**src/rtl/uart_tx_sched.sv**
```systemverilog
// -----------------------------------------------------------------------------
// uart_tx_sched
//
// Transmit scheduler for the node's single UART transmitter. Two requesters
// share it: the local operator (push button + switch word) and the ring relay
// path (received frames whose destination ID is not this node). Frames for
// this node go to the display path as a msg pulse and are not relayed.
// Relay frames are buffered in a small FIFO. When both sources are waiting,
// the grant alternates between them. Every frame is handed over to the
// transmitter with a start/busy handshake and followed by a fixed idle gap.
//
// Ports
//   clk            system clock (single clock domain)
//   reset          asynchronous, active-high reset
//   send           raw push button, asynchronous to clk
//   local_data     switch word captured on a send edge
//   my_id          this node's ID
//   rx_valid       one-cycle pulse: rx_data holds a new received frame
//   rx_data        received frame; [5:4] is the destination ID
//   tx_busy        transmitter busy flag
//   tx_start       one-cycle pulse: transmitter loads tx_data
//   tx_data        frame to transmit (held from one grant to the next)
//   tx_src         source of the current/last grant: 0 local, 1 relay
//   local_pending  a local frame is waiting
//   fifo_count     relay entries held
//   drop_count     relay frames dropped on overflow (saturates at 255)
//   msg_valid      one-cycle pulse: a frame for this node was received
//   msg_data       last frame for this node
// -----------------------------------------------------------------------------
module uart_tx_sched #(
  parameter int FIFO_DEPTH = 4,   // power of 2, >= 2
  parameter int GAP_CYCLES = 16   // >= 1
) (
  input  logic                          clk,
  input  logic                          reset,
  input  logic                          send,
  input  logic [7:0]                    local_data,
  input  logic [1:0]                    my_id,
  input  logic                          rx_valid,
  input  logic [7:0]                    rx_data,
  input  logic                          tx_busy,
  output logic                          tx_start,
  output logic [7:0]                    tx_data,
  output logic                          tx_src,
  output logic                          local_pending,
  output logic [$clog2(FIFO_DEPTH):0]   fifo_count,
  output logic [7:0]                    drop_count,
  output logic                          msg_valid,
  output logic [7:0]                    msg_data
);

  localparam int PTR_W = $clog2(FIFO_DEPTH);
  localparam int CNT_W = $clog2(GAP_CYCLES + 4);

  localparam logic [CNT_W-1:0] GAP_LAST = CNT_W'(GAP_CYCLES - 1);
  // The transmitter gets four cycles to raise tx_busy before the frame is
  // assumed sent.
  localparam logic [CNT_W-1:0] ACK_LAST = CNT_W'(3);
  localparam logic [PTR_W:0]   FULL_CNT = (PTR_W + 1)'(FIFO_DEPTH);

  typedef enum logic [2:0] {
    S_IDLE,
    S_START,
    S_WAIT_ACK,
    S_WAIT_DONE,
    S_GAP
  } state_e;

  state_e            state_q, state_d;
  logic [CNT_W-1:0]  cnt_q, cnt_d;

  // ---------------------------------------------------------------------------
  // send synchroniser and rising-edge detector
  // ---------------------------------------------------------------------------
  logic sync1_q, sync2_q, sync3_q;
  logic send_edge;

  // NOTE: sequential state is assigned with non-blocking (<=) so that every
  // flop samples the values from before the clock edge, independent of the
  // statement order.
  always_ff @(posedge clk or posedge reset) begin
    if (reset) begin
      sync1_q <= 1'b0;
      sync2_q <= 1'b0;
      sync3_q <= 1'b0;
    end else begin
      sync1_q <= send;
      sync2_q <= sync1_q;
      sync3_q <= sync2_q;
    end
  end

  assign send_edge = sync2_q & ~sync3_q;

  // ---------------------------------------------------------------------------
  // Receive classification
  // ---------------------------------------------------------------------------
  logic rx_mine, rx_relay;

  assign rx_mine  = rx_valid && (rx_data[5:4] == my_id);
  assign rx_relay = rx_valid && (rx_data[5:4] != my_id);

  // ---------------------------------------------------------------------------
  // Relay FIFO
  // ---------------------------------------------------------------------------
  logic [7:0]       mem_q [FIFO_DEPTH];
  logic [PTR_W-1:0] wr_ptr_q, rd_ptr_q;
  logic [PTR_W:0]   count_q, count_d;
  logic             fifo_full, relay_req;
  logic             push, pop, drop;
  logic             grant_local, grant_relay;

  assign fifo_full = (count_q == FULL_CNT);
  assign relay_req = (count_q != '0);
  assign pop       = grant_relay;
  // A pop in the same cycle frees a slot, so a push into a full FIFO still
  // succeeds in that case.
  assign push      = rx_relay && (!fifo_full || pop);
  assign drop      = rx_relay && fifo_full && !pop;

  always_comb begin
    count_d = count_q;
    unique case ({push, pop})
      2'b10:   count_d = count_q + (PTR_W + 1)'(1);
      2'b01:   count_d = count_q - (PTR_W + 1)'(1);
      default: count_d = count_q;
    endcase
  end

  // NOTE: the storage array has no reset; only the pointers and the count
  // define which entries are valid, so resetting the data would add wiring
  // for nothing.
  always_ff @(posedge clk) begin
    if (push) begin
      mem_q[wr_ptr_q] <= rx_data;
    end
  end

  always_ff @(posedge clk or posedge reset) begin
    if (reset) begin
      wr_ptr_q <= '0;
      rd_ptr_q <= '0;
      count_q  <= '0;
    end else begin
      // The FIFO depth is a power of 2, so the pointers wrap naturally.
      if (push) wr_ptr_q <= wr_ptr_q + PTR_W'(1);
      if (pop)  rd_ptr_q <= rd_ptr_q + PTR_W'(1);
      count_q <= count_d;
    end
  end

  // ---------------------------------------------------------------------------
  // Sequencer FSM: arbitration, start pulse, handshake, inter-frame gap
  // ---------------------------------------------------------------------------
  logic last_src_q;
  logic local_pending_q;

  // NOTE: every signal written here gets a default first, so no path through
  // the case statement can leave a value unassigned and infer a latch.
  always_comb begin
    state_d     = state_q;
    cnt_d       = cnt_q;
    grant_local = 1'b0;
    grant_relay = 1'b0;
    tx_start    = 1'b0;
    unique case (state_q)
      S_IDLE: begin
        // A local grant needs either no relay request or a relay grant last
        // time. Otherwise the relay side wins if it has anything.
        if (local_pending_q && (!relay_req || last_src_q)) begin
          grant_local = 1'b1;
        end else if (relay_req) begin
          grant_relay = 1'b1;
        end
        if (grant_local || grant_relay) begin
          state_d = S_START;
          cnt_d   = '0;
        end
      end
      S_START: begin
        tx_start = 1'b1;
        state_d  = S_WAIT_ACK;
        cnt_d    = '0;
      end
      S_WAIT_ACK: begin
        if (tx_busy) begin
          state_d = S_WAIT_DONE;
          cnt_d   = '0;
        end else if (cnt_q == ACK_LAST) begin
          state_d = S_GAP;
          cnt_d   = '0;
        end else begin
          cnt_d = cnt_q + CNT_W'(1);
        end
      end
      S_WAIT_DONE: begin
        if (!tx_busy) begin
          state_d = S_GAP;
          cnt_d   = '0;
        end
      end
      S_GAP: begin
        if (cnt_q == GAP_LAST) begin
          state_d = S_IDLE;
          cnt_d   = '0;
        end else begin
          cnt_d = cnt_q + CNT_W'(1);
        end
      end
      default: begin
        state_d = S_IDLE;
        cnt_d   = '0;
      end
    endcase
  end

  always_ff @(posedge clk or posedge reset) begin
    if (reset) begin
      state_q <= S_IDLE;
      cnt_q   <= '0;
    end else begin
      state_q <= state_d;
      cnt_q   <= cnt_d;
    end
  end

  // ---------------------------------------------------------------------------
  // Local request register, grant datapath, msg path and drop counter
  // ---------------------------------------------------------------------------
  logic [7:0] local_q;
  logic [7:0] tx_data_q;
  logic       tx_src_q;
  logic       msg_valid_q;
  logic [7:0] msg_data_q;
  logic [7:0] drop_q;

  always_ff @(posedge clk or posedge reset) begin
    if (reset) begin
      local_q         <= '0;
      local_pending_q <= 1'b0;
      tx_data_q       <= '0;
      tx_src_q        <= 1'b0;
      // Reset to "relay" so local wins the first tie.
      last_src_q      <= 1'b1;
      msg_valid_q     <= 1'b0;
      msg_data_q      <= '0;
      drop_q          <= '0;
    end else begin
      // A send edge that arrives while a frame is already pending is ignored,
      // including in the cycle that grants that pending frame.
      if (grant_local) begin
        local_pending_q <= 1'b0;
      end else if (send_edge && !local_pending_q) begin
        local_pending_q <= 1'b1;
        local_q         <= local_data;
      end

      if (grant_local || grant_relay) begin
        tx_data_q  <= grant_local ? local_q : mem_q[rd_ptr_q];
        tx_src_q   <= grant_relay;
        last_src_q <= grant_relay;
      end

      msg_valid_q <= rx_mine;
      if (rx_mine) begin
        msg_data_q <= rx_data;
      end

      if (drop && (drop_q != 8'hFF)) begin
        drop_q <= drop_q + 8'd1;
      end
    end
  end

  assign tx_data       = tx_data_q;
  assign tx_src        = tx_src_q;
  assign local_pending = local_pending_q;
  assign fifo_count    = count_q;
  assign drop_count    = drop_q;
  assign msg_valid     = msg_valid_q;
  assign msg_data      = msg_data_q;

endmodule

```
**config.mk**
```make
export PLATFORM = sky130hd
export DESIGN_NAME = uart_tx_sched
export DESIGN_NICKNAME = d
export VERILOG_FILES = /design/src/rtl/uart_tx_sched.sv
export SDC_FILE = /design/constraint.sdc
export NUM_CORES = 1
export LEC_CHECK = 0
export ABC_AREA = 0
export CORE_ASPECT_RATIO = 0.9
export CORE_MARGIN = 2
export CORE_UTILIZATION = 54
export CTS_BUF_LIST = sky130_fd_sc_hd__clkbuf_8
export DETAILED_ROUTE_END_ITERATION = 10
export DONT_BUFFER_PORTS = 1
export PLACE_DENSITY_LB_ADDON = 0.25
export SLEW_MARGIN = 20
export SYNTH_ARGS = -nofsm -noshare
export SYNTH_HDL_FRONTEND = slang
export SYNTH_SLANG_ARGS = --single-unit
```
**constraint.sdc**
```tcl
create_clock -name clk -period 6.3 [get_ports clk]
set_input_delay 0.315 -clock clk [delete_from_list [all_inputs] [get_ports clk]]
set_output_delay 0.315 -clock clk [all_outputs]
set_load 0.02 [all_outputs]
```
==> metrics.md, run 1 <==
| Metric | Value |
|---|---|
| Final Net Count | `295` |
| Synthesized area divided by synthesized cell count | `14.3 um2` |
| Clock insertion delay at the later pin of the skew report | `0.35 ns` |
| Relative slew slack | `40.0%` |
| Inserted Clock Buffers | `9` |
| Largest fanout on the critical path | `12` |
| Primary flip-flop cell chosen by synthesis mapping | `dfrtp_1` |
| Synthesis-stage register bit count | `86` |
| Total iterations of the first detailed-routing run | `4` |
| Worst reg2reg endpoint | `fifo_count[2]` |
| Post-cts repair resize count | `0` |
| Setup TNS Final | `0 ns` |
| Required @ worst endpoint | `6.57 ns` |
| Crit path cell chain | `a2111o_1, or2_1, inv_2, ha_1, inv_1, fa_1, xor2_1, nor2_1, xor2_1` |
| CTS Root Cell | `clkbuf_8` |
| Tcrit/Tclk final | `42.1%` |
| Post-synth cell types | `48` |
| Total half-perimeter wirelength after legalization and detailed placement | `4240 um` |
| Reg2Reg Launch Point | `local_pending` |
| Final min period | `2.65 ns` |
| Final setup violation count | `0` |
| Kind of end point of the critical path | `register` |
| Final routed DRC violation total | `0` |
| Syn. warnings | `0` |
| RSZ-0062 raised after global routing | `false` |
| Overall die height | `82.1 um` |
| Max IR drop VDD | `0.000209 V` |
| Static Leakage | `0.00161 uW` |
| Fillers | `518` |
| Sequential cell area | `2310 um2` |
| Clock Sinks | `86` |
| EDFF count, synth | `32` |
| Top library cells by usage in the layout, fill and taps aside | `dfrtp_1 (53), edfxtp_1 (32), nor2_1 (22), mux2_2 (21), inv_1 (16)` |
| Maximum buffer depth of the clock tree | `2` |
| Wire length reported by the detailed router | `6210 um` |
| Iter 0 DRT Violations | `90` |
| Setup WS pre-CTS | `3.65 ns` |
| Relative area change from synthesis to final layout | `9.09%` |
| Remaining number of nets flagged by the antenna check after routing | `0` |
| Post-route core utilization | `60.9%` |
| Vias per cell | `5.54` |
| Arrival time reported for the critical path endpoint | `2.92 ns` |
| R2r worst-path depth | `9` |
| GRT Util Overall | `18.0%` |
| Routed WL per cell | `17.4 um` |
| Synthesized Nets | `289` |
| Critical setup path kind | `register to register` |
| Number of primary I/O pins | `54` |
| First-pass GRT wire length | `10100 um` |
| Count of vias placed by the detailed router | `1977` |
| Antenna cells | `0` |
| Initial core utilization | `55.9%` |
| Site Rows | `28` |
| Most used cell, CP | `xor2_1` |
| Fin Clk Skew | `0.00876 ns` |
| Fmax | `377 MHz` |
| Actual slew at the worst max-slew pin | `0.892 ns` |
| Critical Path Source Type | `register` |
| Clock tree from TritonCTS | `yes` |
| Max-cap check violation count | `0` |
| Sequential cell area fraction in the yosys report | `63.2%` |
| Library cell contributing the largest single delay on the critical path | `a2111o_1` |
| Placeable Area | `6550 um2` |
| Final hold violations | `0` |
| Final weighted congestion of routability-driven global placement | `0.805` |
| Initial antenna violation count | `0` |
| Pin count of the biggest net entering global routing | `55` |
| Clk slew on worst S/H paths | `0.08 ns` |
| Outcome | `finished, final reports clean` |
| Delay of the slowest cell on the worst path | `0.54 ns` |
| Async S/R FF share, synth | `62.8%` |
| Min-Delay Path Class | `primary input to async pin` |
| CTS HTree Levels | `3` |
| Commonest non-fill, non-tap cell in the layout | `dfrtp_1` |
| Final setup slack of the worst path | `3.65 ns` |
| Count of pins over their slew limit | `0` |
| Overflow left after global routing | `0` |
| Power per unit of standard cell area | `470 nW/um2` |
| Die area | `7450 um2` |
| Share of final-layout standard cells stronger than drive strength 1 | `19.9%` |
| Total standard cell area after synthesis | `3660 um2` |
| Mapped Cells | `256` |
| Die width | `90.8 um` |
| Number of input and output port buffers inserted | `0` |
| Setup slack, reg-to-reg | `3.65 ns` |
| Number of global-route vias before repair | `1997` |
| Combined area of the multi-input logic cells | `1240 um2` |
==> synth_stat cells (3+ instances only) <==
| cell | count | share of area [%] |
|---|---|---|
| dfrtp_1 | 53 | 36 |
| edfxtp_1 | 32 | 26 |
| nor2_1 | 22 | 2.3 |
| mux2_2 | 21 | 6.5 |
| inv_1 | 16 | 1.6 |
| ha_1 | 9 | 3.1 |
| mux4_2 | 8 | 4.9 |
| nand2_1 | 8 | 0.82 |
| o22ai_1 | 8 | 1.4 |
| xor2_1 | 8 | 1.9 |
| nand3_1 | 7 | 0.96 |
| nor3_1 | 7 | 0.96 |
| o21ai_0 | 6 | 0.82 |
| xnor2_1 | 5 | 1.2 |
| and2_1 | 4 | 0.68 |
| buf_2 | 3 | 0.41 |
| nor3b_1 | 3 | 0.62 |
==> routing by layer <==
metal  vias to the layer above  part of all wire, %  track usage [%]  routed length (um)
met2                        60                   48             29.3                3000
met4                         0                 0.92             5.76                  57
met1                       972                   44             23.2                2750
li1                        939                    -                -                   -
met3                         6                  6.5             6.44                 401
met5                         -                    0                0                   0
==> flip-flops by register name, summed over array words and instances, names as in the netlist <==
register	cells
mem_q	32
msg_valid	1
sync2_q	1
wr_ptr_q	2
last_src_q	1
sync3_q	1
tx_src	1
rd_ptr_q	2
msg_data	8
fifo_count	3
tx_data	8
state_q	3
local_pending	1
drop_count	8
cnt_q	5
sync1_q	1
local_q	8
==> cell families (layout without fill, tap and decap cells) <==
logic type / after synthesis / in the layout / synth area share [%]
AO/OA/AOI/OAI: 28 / 28 / 5.95
multiplexers: 31 / 31 / 12.0
buffers and inverters: 24 / 35 / 2.97
adder cells (fa/ha/maj): 10 / 10 / 3.62
flip-flops: 86 / 86 / 63.2
AND/OR/NAND/NOR: 64 / 64 / 9.16
XOR/XNOR: 13 / 13 / 3.11
==> critical path: cells and delay by family (launching register included) <==
family	cells	cell delay, ns
simple gates	2	0.52
buf+inv	2	0.17
flops	1	0.51
xor+xnor	2	0.29
compound gates	1	0.54
fa+ha+maj	2	0.55
==> what timing repair did <==
| item | in CTS | in global routing |
|---|---|---|
| hold buffers | 1 | 0 |
| buffers inserted | 0 | 0 |
| hold endpoints to repair | 1 | 0 |
==> how the worst max path moves through the flow <==
stage                   from  cells after the start  slack, ns            end
5_1_grt        local_pending                      9       3.47  fifo_count[2]
3_3_place_gp   local_pending                      9       3.68  fifo_count[2]
2_1_floorplan  local_pending                      9       3.94  fifo_count[2]
6_report       local_pending                      9       3.65  fifo_count[2]
4_1_cts        local_pending                      9       3.62  fifo_count[2]
3_5_place_dp   local_pending                      9       3.65  fifo_count[2]
==> cell type report <==
| cell class | instances | area share [%] |
|---|---|---|
| Timing Repair Buffer | 2 | 0.439 |
| Tap cell | 90 | 2.82 |
| Inverter | 17 | 1.60 |
| Multi-Input combinational cell | 146 | 31.0 |
| Clock inverter | 6 | 2.76 |
| Sequential cell | 86 | 57.9 |
| Clock buffer | 10 | 3.45 |
==> metrics by stage <==
step	total power [uW]	hold WS (ns)	std cells	instance area, um2
finish	1880	0.0351	357	3990
global route	1990	0.0222	357	3990
CTS	1900	0.0347	357	3990
detailed placement	1430	0.341	340	3730
global placement	1410	0.335	340	3730
floorplan	1330	0.331	256	3660
==> where the power goes <==
| group | switching [uW] | internal (uW) | total [uW] |
|---|---|---|---|
| registers | 235 | 744 | 979 |
| clock network | 189 | 274 | 463 |
| logic | 216 | 217 | 433 |
No activity file was read; power rests on OpenSTA's default activity.
==> inputs of run 2 (changes only) <==
Settings changed: ABC_AREA 0 to 1.
Clock period 6.3 ns to 2.3 ns, I/O delays scaled along.
==> run 2 against run 1 <==
Final area rose by 14%; via count grew 39%; first-iteration DRC count grew 22%; core utilization is 3.5 points higher; worst setup slack worse by 3.5 ns; clock power grew 140%; critical path depth rose by 4; critical path type unchanged.
==> metrics.md, run 2 <==
| Metric | Value |
|---|---|
| Outcome | `finished, final reports clean` |
| Clk slew on worst S/H paths | `0.10 ns` |
| Wire length reported by the detailed router | `7690 um` |
| Top library cells by usage in the layout, fill and taps aside | `nand2_1 (106), dfrtp_1 (53), nand3_1 (37), inv_1 (36), edfxtp_1 (32)` |
| Top cell type by total area after synthesis | `dfrtp_1` |
| Final setup slack of the worst path | `0.154 ns` |
| Tcrit/Tclk final | `93.3%` |
| Final weighted congestion of routability-driven global placement | `0.811` |
| Die width | `93.8 um` |
| Combined area of the multi-input logic cells | `1400 um2` |
| Total half-perimeter wirelength after legalization and detailed placement | `5170 um` |
| Overall die height | `84.8 um` |
| Mapped Cells | `398` |
| RSZ-0062 raised after global routing | `false` |
| Sequential cell area fraction in the yosys report | `59.1%` |
| Site Rows | `29` |
| Critical path destination | `fifo_count[2]` |
| Number of input and output port buffers inserted | `0` |
| Final Instance Area | `4530 um2` |
| Relative area change from synthesis to final layout | `15.7%` |
| CTS Root Cell | `clkbuf_8` |
| Final Net Count | `472` |
| Clock tree from TritonCTS | `yes` |
| Iter 0 DRT Violations | `110` |
| Total standard cell area after synthesis | `3920 um2` |
| Final min period | `2.15 ns` |
| Routed WL per cell | `14.3 um` |
| Antenna cells | `0` |
| Max IR drop VDD | `0.000582 V` |
| Required @ worst endpoint | `2.54 ns` |
| CTS HTree Levels | `3` |
| Max-cap check violation count | `0` |
| Area share of the largest cell type after synthesis | `33.9%` |
| Fillers | `561` |
| Maximum buffer depth of the clock tree | `2` |
| Setup WS pre-CTS | `0.117 ns` |
| Async S/R FF share, synth | `62.8%` |
| Crit path cell chain | `inv_2, nand3_4, nand2_2, nand2_1, nand2_2, nand2_2, nand2_4, ha_1, inv_1, fa_1, a21oi_1, o21ai_0, xor2_1` |
| Number of primary I/O pins | `54` |
| Count of pins over their slew limit | `0` |
| Number of global-route vias before repair | `2739` |
| Die area | `7950 um2` |
| Power per unit of standard cell area | `1240 nW/um2` |
| Share of final-layout standard cells stronger than drive strength 1 | `14.9%` |
| Remaining number of nets flagged by the antenna check after routing | `0` |
| Overflow left after global routing | `0` |
| Fin Clk Skew | `0.0120 ns` |
| Launch point of the critical path | `fifo_count[0]` |
| Commonest non-fill, non-tap cell in the layout | `nand2_1` |
| Synth area leaders | `dfrtp_1 (34%), edfxtp_1 (25%), nand2_1 (10%), nand3_1 (4.7%), inv_1 (3.8%)` |
| PnR Total Power | `5630 uW` |
| Largest reg by FF count | `mem_q` |
| Post-synth cell types | `36` |
| Clock Sinks | `86` |
| Initial core utilization | `55.7%` |
| Arrival time reported for the critical path endpoint | `2.39 ns` |
| Final setup violation count | `0` |
| Relative slew slack | `39.8%` |
| Number of flip-flops in the largest register | `32` |
| Total iterations of the first detailed-routing run | `4` |
| Setup slack, reg-to-reg | `0.15 ns` |
| Min-Delay Path Class | `primary input to register` |
| Initial antenna violation count | `0` |
| Syn. warnings | `0` |
| Final routed DRC violation total | `0` |
| Worst slack on hold paths | `0.0639 ns` |
| Sequential cell area | `2310 um2` |
| Setup TNS Final | `0 ns` |
| Count of vias placed by the detailed router | `2748` |
| Synthesis-stage register bit count | `86` |
| Primary flip-flop cell chosen by synthesis mapping | `dfrtp_1` |
| First-pass GRT wire length | `13000 um` |
| Commonest cells post-synth | `nand2_1 (107), dfrtp_1 (53), inv_1 (40)` |
| EDFF count, synth | `32` |
| Synthesized Nets | `431` |
| Critical path depth | `13` |
| Kind of end point of the critical path | `register` |
| Critical setup path kind | `register to register` |
| Pin count of the biggest net entering global routing | `44` |
| Delay of the slowest cell on the worst path | `0.44 ns` |
| Library cell contributing the largest single delay on the critical path | `dfrtp_1` |
| Worst reg2reg endpoint | `fifo_count[2]` |
| Reg2Reg Launch Point | `fifo_count[0]` |
| Actual slew at the worst max-slew pin | `0.902 ns` |
| Cell Area, Placed | `4100 um2` |
| Synthesized area divided by synthesized cell count | `9.84 um2` |
| GRT Util Overall | `21.2%` |
| Inserted Clock Buffers | `9` |
| Most frequently used cell type in the post-synthesis netlist | `nand2_1` |
| Critical Path Source Type | `register` |
| R2r worst-path depth | `13` |
| Worst path top cell family by delay | `adder cells` |
| Most used cell, CP | `nand2_2` |
| Final hold violations | `0` |
| Placeable Area | `7040 um2` |
| Vias per cell | `5.12` |
| Fmax | `466 MHz` |
| Combined buffer and inverter count along the critical path | `2` |
| Static Leakage | `0.00209 uW` |
| Largest fanout on the critical path | `7` |
| Clock insertion delay at the later pin of the skew report | `0.37 ns` |
## run 2: logic make-up (layout without fill, tap and decap cells)
family	Yosys count	count (layout)	share of synthesized area [%]
DFF	86	86	59.1
buffers and inverters	51	97	5.65
and+or+nand+nor	195	195	22.9
xor gates and xnor gates	10	10	2.43
AOI/OAI and AO/OA	46	46	6.58
adders and majority gates	10	10	3.39
## run 2: routing by layer
| metal | part of all wire (%) | vias up | GRT usage [%] |
|---|---|---|---|
| li1 | - | 1391 | - |
| met1 | 47 | 1271 | 29.3 |
| met2 | 45 | 70 | 31.9 |
| met3 | 6.5 | 16 | 6.55 |
| met4 | 1.5 | 0 | 7.38 |
| met5 | 0 | - | 0 |
## run 2: tightest hold or removal path: cells and delay by family
family | cells | cell delay [ns]
buffers and inverters | 1 | 0.12
AOI/OAI and AO/OA | 1 | 0.11
and+or+nand+nor | 1 | 0.05
## run 2: worst min path at each step
| stage | cells past startpoint | slack [ns] | startpoint | to |
|---|---|---|---|---|
| finish | 3 | 0.06 | rx_valid | msg_data[0] |
| global route | 3 | 0.1 | rx_valid | msg_data[3] |
| CTS | 3 | 0.06 | rx_valid | msg_data[3] |
| detailed placement | 0 | 0.15 | send | sync1_q |
| global placement | 0 | 0.15 | send | sync1_q |
| floorplan | 0 | 0.15 | send | sync1_q |
## run 2: final cells by class
cell class                 instances  area share [%]
inverter                          44            3.64
multi-input combinational        261            30.9
tap                               93            2.57
clock inverter                     6            1.68
clock buffer                      10            3.04
timing repair buffer              37            7.18
sequential                        86            51.0
## run 2: per-stage QoR
step | util (%) | cells
2_1_floorplan | - | 398
3_3_place_gp | 58.2 | 500
3_5_place_dp | 58.2 | 500
4_1_cts | 64.0 | 535
5_1_grt | 64.4 | 537
6_report | 64.4 | 537
## run 2: power breakdown
part | leakage [uW] | total (uW) | internal [uW] | switching (uW)
clock | 0.000110 | 1120 | 552 | 567
combinational | 0.00102 | 1950 | 728 | 1220
sequential | 0.000966 | 2560 | 2050 | 509
total | 0.00209 | 5630 | 3330 | 2300
## run 2: timing repair
action	4_1_cts	5_1_grt
setup buffers	0	2
hold buffers	19	0
resized for setup	0	6
setup endpoints to repair	0	1
endpoints found under the hold margin	94	0
